--- config.mk ---
export PLATFORM = sky130hd
export DESIGN_NAME = key_entry_fsm_flat
export DESIGN_NICKNAME = d
export VERILOG_FILES = /design/src/rtl/alarm_key_pkg.sv /design/src/rtl/key_entry_fsm_if.sv /design/src/rtl/key_debounce.sv /design/src/rtl/key_entry_fsm.sv /design/src/flat_wrapper.sv
export SDC_FILE = /design/constraint.sdc
export NUM_CORES = 1
export LEC_CHECK = 0
export CORE_MARGIN = 10
export CORE_UTILIZATION = 30
export DETAILED_ROUTE_END_ITERATION = 10
export SYNTH_ARGS = -nofsm -noshare
export SYNTH_HDL_FRONTEND = slang
export SYNTH_SLANG_ARGS = --single-unit
--- constraint.sdc ---
create_clock -name clock -period 2.3 [get_ports clock]
set_clock_uncertainty 0.05 [all_clocks]
set_input_delay 0.69 -clock clock [delete_from_list [all_inputs] [get_ports clock]]
set_output_delay 0.69 -clock clock [all_outputs]
set_load 0.1 [all_outputs]
--- src/rtl/alarm_key_pkg.sv ---
// Key codes, FSM state encoding and key classification helpers shared by the
// alarm-clock keypad path.
package alarm_key_pkg;

  localparam logic [3:0] KEY_ALARM = 4'hA;
  localparam logic [3:0] KEY_TIME  = 4'hB;
  localparam logic [3:0] KEY_NONE  = 4'hF;

  typedef enum logic [2:0] {
    StShowTime       = 3'd0,
    StKeyStored      = 3'd1,
    StKeyWaited      = 3'd2,
    StKeyEntry       = 3'd3,
    StShowAlarm      = 3'd4,
    StSetAlarmTime   = 3'd5,
    StSetCurrentTime = 3'd6
  } key_state_e;

  function automatic logic is_digit(input logic [3:0] key);
    return key <= 4'd9;
  endfunction

  // Codes 0xC-0xE are unused on the keypad and behave exactly like no key.
  function automatic logic is_none(input logic [3:0] key);
    return key >= 4'hC;
  endfunction

endpackage

--- src/rtl/key_entry_fsm_if.sv ---
// Keypad-side signal bundle: key code and 1 Hz tick in, shift/display/load controls out.
interface key_entry_fsm_if;

  logic       one_second;
  logic [3:0] key;
  logic       shift;
  logic       show_new_time;
  logic       show_a;
  logic       load_new_alarm;
  logic       load_new_time;

  modport master (
    output one_second,
    output key,
    input  shift,
    input  show_new_time,
    input  show_a,
    input  load_new_alarm,
    input  load_new_time
  );

  modport slave (
    input  one_second,
    input  key,
    output shift,
    output show_new_time,
    output show_a,
    output load_new_alarm,
    output load_new_time
  );

endinterface

--- src/rtl/key_debounce.sv ---
// Two-flop synchroniser followed by a stability filter: a key code is passed on only
// once two consecutive synchronised samples agree.
module key_debounce
  import alarm_key_pkg::*;
(
  input  logic       clock,
  input  logic       reset,
  input  logic [3:0] key_i,
  output logic [3:0] key_o
);

  logic [3:0] sync1_q, sync2_q;
  logic [3:0] key_d, key_q;

  always_ff @(posedge clock) begin
    if (reset) begin
      sync1_q <= KEY_NONE;
      sync2_q <= KEY_NONE;
      key_q   <= KEY_NONE;
    end else begin
      sync1_q <= key_i;
      sync2_q <= sync1_q;
      key_q   <= key_d;
    end
  end

  always_comb begin
    key_d = key_q;
    if (sync1_q == sync2_q) begin
      key_d = sync2_q;
    end
  end

  assign key_o = key_q;

endmodule

--- src/rtl/key_entry_fsm.sv ---
// Keypad entry controller: one shift pulse per key press, idle-session timeout,
// load strobes and display selects. Define KEY_DEBOUNCE_EN to filter the key input.
module key_entry_fsm
  import alarm_key_pkg::*;
#(
  parameter int unsigned TIMEOUT_SEC = 10
) (
  input  logic                  clock,
  input  logic                  reset,
`ifdef KEY_DEBOUNCE_EN
  output logic [3:0]            key_out,
`endif
  key_entry_fsm_if.slave        kbd
);

  localparam int unsigned CntW = (TIMEOUT_SEC > 1) ? $clog2(TIMEOUT_SEC) : 1;
  localparam logic [CntW-1:0] CntLast = CntW'(TIMEOUT_SEC - 1);

  logic [3:0] key;

`ifdef KEY_DEBOUNCE_EN
  key_debounce u_key_debounce (
    .clock (clock),
    .reset (reset),
    .key_i (kbd.key),
    .key_o (key)
  );
  assign key_out = key;
`else
  assign key = kbd.key;
`endif

  key_state_e      state_d, state_q;
  logic [CntW-1:0] cnt_d, cnt_q;
  logic            armed_d, armed_q;
  logic            timeout;

  always_ff @(posedge clock) begin
    if (reset) begin
      state_q <= StShowTime;
      cnt_q   <= '0;
      armed_q <= 1'b0;
    end else begin
      state_q <= state_d;
      cnt_q   <= cnt_d;
      armed_q <= armed_d;
    end
  end

  // A key still held when SHOW_TIME is (re)entered must be released before it counts.
  assign armed_d = is_none(key);

  always_comb begin
    cnt_d   = '0;
    timeout = 1'b0;
    if (state_q == StKeyEntry || state_q == StKeyWaited) begin
      timeout = (cnt_q == CntLast) && kbd.one_second;
      cnt_d   = kbd.one_second ? cnt_q + 1'b1 : cnt_q;
    end
  end

  always_comb begin
    state_d = state_q;
    case (state_q)
      StShowTime: begin
        if (armed_q) begin
          if (is_digit(key)) begin
            state_d = StKeyStored;
          end else if (key == KEY_ALARM) begin
            state_d = StShowAlarm;
          end
        end
      end
      StKeyStored: state_d = StKeyWaited;
      StKeyWaited: begin
        if (is_none(key)) begin
          state_d = StKeyEntry;
        end else if (timeout) begin
          state_d = StShowTime;
        end
      end
      StKeyEntry: begin
        if (is_digit(key)) begin
          state_d = StKeyStored;
        end else if (key == KEY_ALARM) begin
          state_d = StSetAlarmTime;
        end else if (key == KEY_TIME) begin
          state_d = StSetCurrentTime;
        end else if (timeout) begin
          state_d = StShowTime;
        end
      end
      StShowAlarm: begin
        if (is_none(key)) begin
          state_d = StShowTime;
        end
      end
      StSetAlarmTime:   state_d = StShowTime;
      StSetCurrentTime: state_d = StShowTime;
      default:          state_d = StShowTime;
    endcase
  end

  assign kbd.shift          = (state_q == StKeyStored);
  assign kbd.show_new_time  = (state_q == StKeyEntry) || (state_q == StKeyStored) ||
                              (state_q == StKeyWaited);
  assign kbd.show_a         = (state_q == StShowAlarm);
  assign kbd.load_new_alarm = (state_q == StSetAlarmTime);
  assign kbd.load_new_time  = (state_q == StSetCurrentTime);

endmodule

--- src/flat_wrapper.sv ---
// flat-port wrapper written by rule: the top's interface ports become plain ports
module key_entry_fsm_flat import alarm_key_pkg::*;
#(
  parameter int unsigned TIMEOUT_SEC = 10
)
  (clock, reset, kbd_one_second, kbd_key, kbd_shift, kbd_show_new_time, kbd_show_a, kbd_load_new_alarm, kbd_load_new_time);
  key_entry_fsm_if kbd_i ();
  input  logic clock;
  input  logic reset;
  input wire logic [$bits(kbd_i.one_second)-1:0] kbd_one_second;
  input wire logic [$bits(kbd_i.key)-1:0] kbd_key;
  output wire logic [$bits(kbd_i.shift)-1:0] kbd_shift;
  output wire logic [$bits(kbd_i.show_new_time)-1:0] kbd_show_new_time;
  output wire logic [$bits(kbd_i.show_a)-1:0] kbd_show_a;
  output wire logic [$bits(kbd_i.load_new_alarm)-1:0] kbd_load_new_alarm;
  output wire logic [$bits(kbd_i.load_new_time)-1:0] kbd_load_new_time;
  assign kbd_i.one_second = kbd_one_second;
  assign kbd_i.key = kbd_key;
  assign kbd_shift = kbd_i.shift;
  assign kbd_show_new_time = kbd_i.show_new_time;
  assign kbd_show_a = kbd_i.show_a;
  assign kbd_load_new_alarm = kbd_i.load_new_alarm;
  assign kbd_load_new_time = kbd_i.load_new_time;
  key_entry_fsm #(.TIMEOUT_SEC(TIMEOUT_SEC)) u_core (.clock(clock), .reset(reset), .kbd(kbd_i));
endmodule
==> summary.txt <==
Outcome
  – Outcome: finished clean

Clocking
  – Post-CTS Setup Inserts: 0
  – Number of buffers inserted for hold repair after clock tree synthesis: 0
  – Largest buffer count on any clock path: 2
  – H-tree Lvls: 1
  – Num CTS Buffers: 3
  – Sink count of the clock tree: 8
  – Register clock-pin slew on the reported worst setup and hold paths: 0.05 ns
  – Post-cts repair resize count: 0
  – Clock insertion delay at the later pin of the skew report: 0.25 ns
  – Buffer type at the clock tree root: sky130_fd_sc_hd__clkbuf_4
  – TritonCTS clock tree: done

Power and ir drop
  – Total leakage power: 0.264 nW
  – Worst supply voltage drop on vdd: 0.314 mV
  – Cell Pwr Density: 544 nW/um2

Critical path
  – Worst R2R Path Depth: 3
  – Arrival time of the worst setup path: 1.35 ns
  – Top delay family on crit path: flip-flops
  – Crit. End Element: output pin
  – Data required time at the worst endpoint: 1.56 ns
  – Worst-path cell with the longest stage delay: sky130_fd_sc_hd__dfxtp_1
  – CP Launch Type: register
  – Delay contributed by the slowest stage of the critical path: 0.47 ns
  – FF-to-FF setup slack: 0.85 ns
  – Maximum fanout along the worst path: 8
  – Number of buffer and inverter stages on the critical path: 2
  – Type of the worst setup path: register to output pin
  – Ordered list of cells on the worst path: inv_1 > nor3b_2 > buf_12
  – Worst r2r dst: u_core.state_q[0]
  – RR Startpoint: u_core.state_q[1]

GRT
  – Global-route wire length before repair: 1990 um
  – Via count of the first global-routing pass: 441
  – Aggregate global routing overflow: 0
  – Antenna violations before repair: 0
  – All-layer global routing usage: 0.0704
  – Largest net degree at the start of global routing: 11

Route
  – Iteration-0 DRC count of the detailed router: 8
  – Wire per inst: 13.5 um
  – Detailed Routing Iterations Pass 1: 4
  – # DRC: 0
  – Final Routed Wirelength: 1180 um
  – Via Count: 460
  – Vias/cell: 5.29
  – ANT nets after route: 0

Yosys
  – Syn. warnings: 0
  – Top-area cell type share of the netlist area: 0.325
  – Synth top area cells: sky130_fd_sc_hd__dfxtp_1 (32%), sky130_fd_sc_hd__nor2_1 (6.9%), sky130_fd_sc_hd__xor2_1 (5.3%)
  – Number of enable-type register cells in the synthesized netlist: 0
  – Most used standard cells in the synthesized netlist: sky130_fd_sc_hd__nor2_1 (9), sky130_fd_sc_hd__dfxtp_1 (8), sky130_fd_sc_hd__nand2_1 (4)
  – Top flip-flop cell by instance count after synthesis: sky130_fd_sc_hd__dfxtp_1
  – Cell type with the highest aggregate area in the netlist: sky130_fd_sc_hd__dfxtp_1
  – Number of flip-flops and latches in the synthesized netlist: 8
  – Dominant cell by count in the synthesized netlist: sky130_fd_sc_hd__nor2_1
  – Net count after synthesis: 66
  – Post-synth design cell area: 493 um2
  – Sequential-to-total area share from yosys stat: 0.325
  – Post-synthesis area per instance: 8.65 um2
  – Share of flip-flops with an asynchronous set or reset after synthesis: 0
  – Number of distinct standard cells referenced by the synthesized netlist: 28
  – Synthesized instance count: 57

Timing
  – Number of hold violations in the final report: 0
  – Max Clock Freq: 0.478 GHz
  – Setup repair after global routing missed its margin: false
  – Worst slew margin: 0.729
  – Final worst path period share: 0.910
  – Number of max-slew violations in the final report: 0
  – Setup violations, final: 0
  – Min cycle time layout: 2.09 ns
  – Transition at the pin with the smallest max-transition slack: 0.403 ns
  – Setup TNS: 0 ns

Floorplan
  – Boundary pin count: 12
  – Core Box Area: 1520 um2
  – Initial Util: 0.323
  – Core Rows: 14
  – Overall die width: 60.5 um
  – Die outline height: 60.5 um
  – Die area: 3660 um2

Final layout
  – Core utilization of the finished layout: 0.463
  – Fraction of layout instances using a drive strength above 1: 0.211
  – Area Overhead vs Synth: 43.1%
  – ANT cells: 0
  – Nets: 82

Hold path
  – Hold Startpoint: u_core.cnt_q[1]
  – Min-delay worst type: register to register
  – Hold Path Stages: 2
  – Endpoint with the worst hold slack: u_core.cnt_q[1]

Place
  – Placed wire-length estimate after detailed placement: 936 um
  – Total of buffers placed on input and output ports: 11
  – Weighted congestion at the end of routability-driven global placement: 0.764

Flow run
  – Max Cap Viol: 0
## power by group
part / internal [mW] / switching [mW] / leakage [nW]
logic: 0.0509 / 0.0740 / 0.185
clock network: 0.0595 / 0.0444 / 0.0138
registers: 0.144 / 0.0106 / 0.0648
total: 0.255 / 0.129 / 0.264
## worst max path at each step
stage	from	endpoint	slack [ns]	depth (start not counted)
global route	u_core.state_q[0]	kbd_load_new_alarm	0.11	3
floorplan	u_core.state_q[1]	kbd_show_new_time	-0.21	3
detailed placement	kbd_key[2]	u_core.state_q[0]	-0.003	4
CTS	u_core.state_q[0]	kbd_load_new_alarm	0.19	3
finish	u_core.state_q[2]	kbd_load_new_time	0.21	3
global placement	kbd_key[3]	u_core.state_q[0]	0.07	4
## layout make-up
cell class              instances  area, um2
well taps                      16       20.0
repair buffers                 12        168
fillers                       153        818
inverters                       3       11.3
clock buffers                   3       22.5
flip-flops and latches          8        160
multi-input cells              45        324
## routing by layer
layer / track usage / routed length [um] / vias up
met1: 0.0857 / 567 / 216
met3: 0.0230 / 60 / 0
met2: 0.103 / 549 / 7
met4: 0.0470 / 0 / 0
li1: - / - / 237
met5: 0 / 0 / -
## sequential cells by signal (all words and copies together) (netlist names)
| register | flops |
|---|---|
| u_core.state_q | 3 |
| u_core.armed_q | 1 |
| u_core.cnt_q | 4 |
## worst reg2reg max path: cells and delay by family, from the launching register on
| kind | cells | cell delay, ns |
|---|---|---|
| flops | 1 | 0.50 |
| compound gates | 2 | 0.70 |
| simple gates | 1 | 0.09 |
## stage by stage
step	setup slack [ns]	instance area, um2	total power, mW	std cells	hold slack, ns
4_1_cts	0.194	706	0.391	87	0.461
5_1_grt	0.111	706	0.408	87	0.498
3_3_place_gp	0.0686	683	0.281	84	0.450
6_report	0.208	706	0.384	87	0.467
3_5_place_dp	-0.00256	683	0.283	84	0.457
2_1_floorplan	-0.208	500	0.232	57	0.429
## cell families after synthesis
kind of cell | after synthesis | share of synthesized area
xor gates and xnor gates | 4 | 0.0711
adders and majority gates | 2 | 0.0508
and+or+nand+nor | 28 | 0.325
AOI/OAI and AO/OA | 11 | 0.195
DFF | 8 | 0.325
buffers and inverters | 4 | 0.0330
## cells in the final DEF (no fill, tap or decap), types with 2 or more instances in the layout
cell and count:
sky130_fd_sc_hd__and2_1 2, sky130_fd_sc_hd__buf_12 5, sky130_fd_sc_hd__clkbuf_4 3, sky130_fd_sc_hd__clkdlybuf4s50_1 6
sky130_fd_sc_hd__dfxtp_1 8, sky130_fd_sc_hd__ha_1 2, sky130_fd_sc_hd__inv_1 3, sky130_fd_sc_hd__nand2_1 4
sky130_fd_sc_hd__nand4b_1 2, sky130_fd_sc_hd__nor2_1 8, sky130_fd_sc_hd__nor2b_1 3, sky130_fd_sc_hd__o211ai_1 2
sky130_fd_sc_hd__or2_1 2, sky130_fd_sc_hd__xor2_1 3
Power figures use the tool's default switching activity.
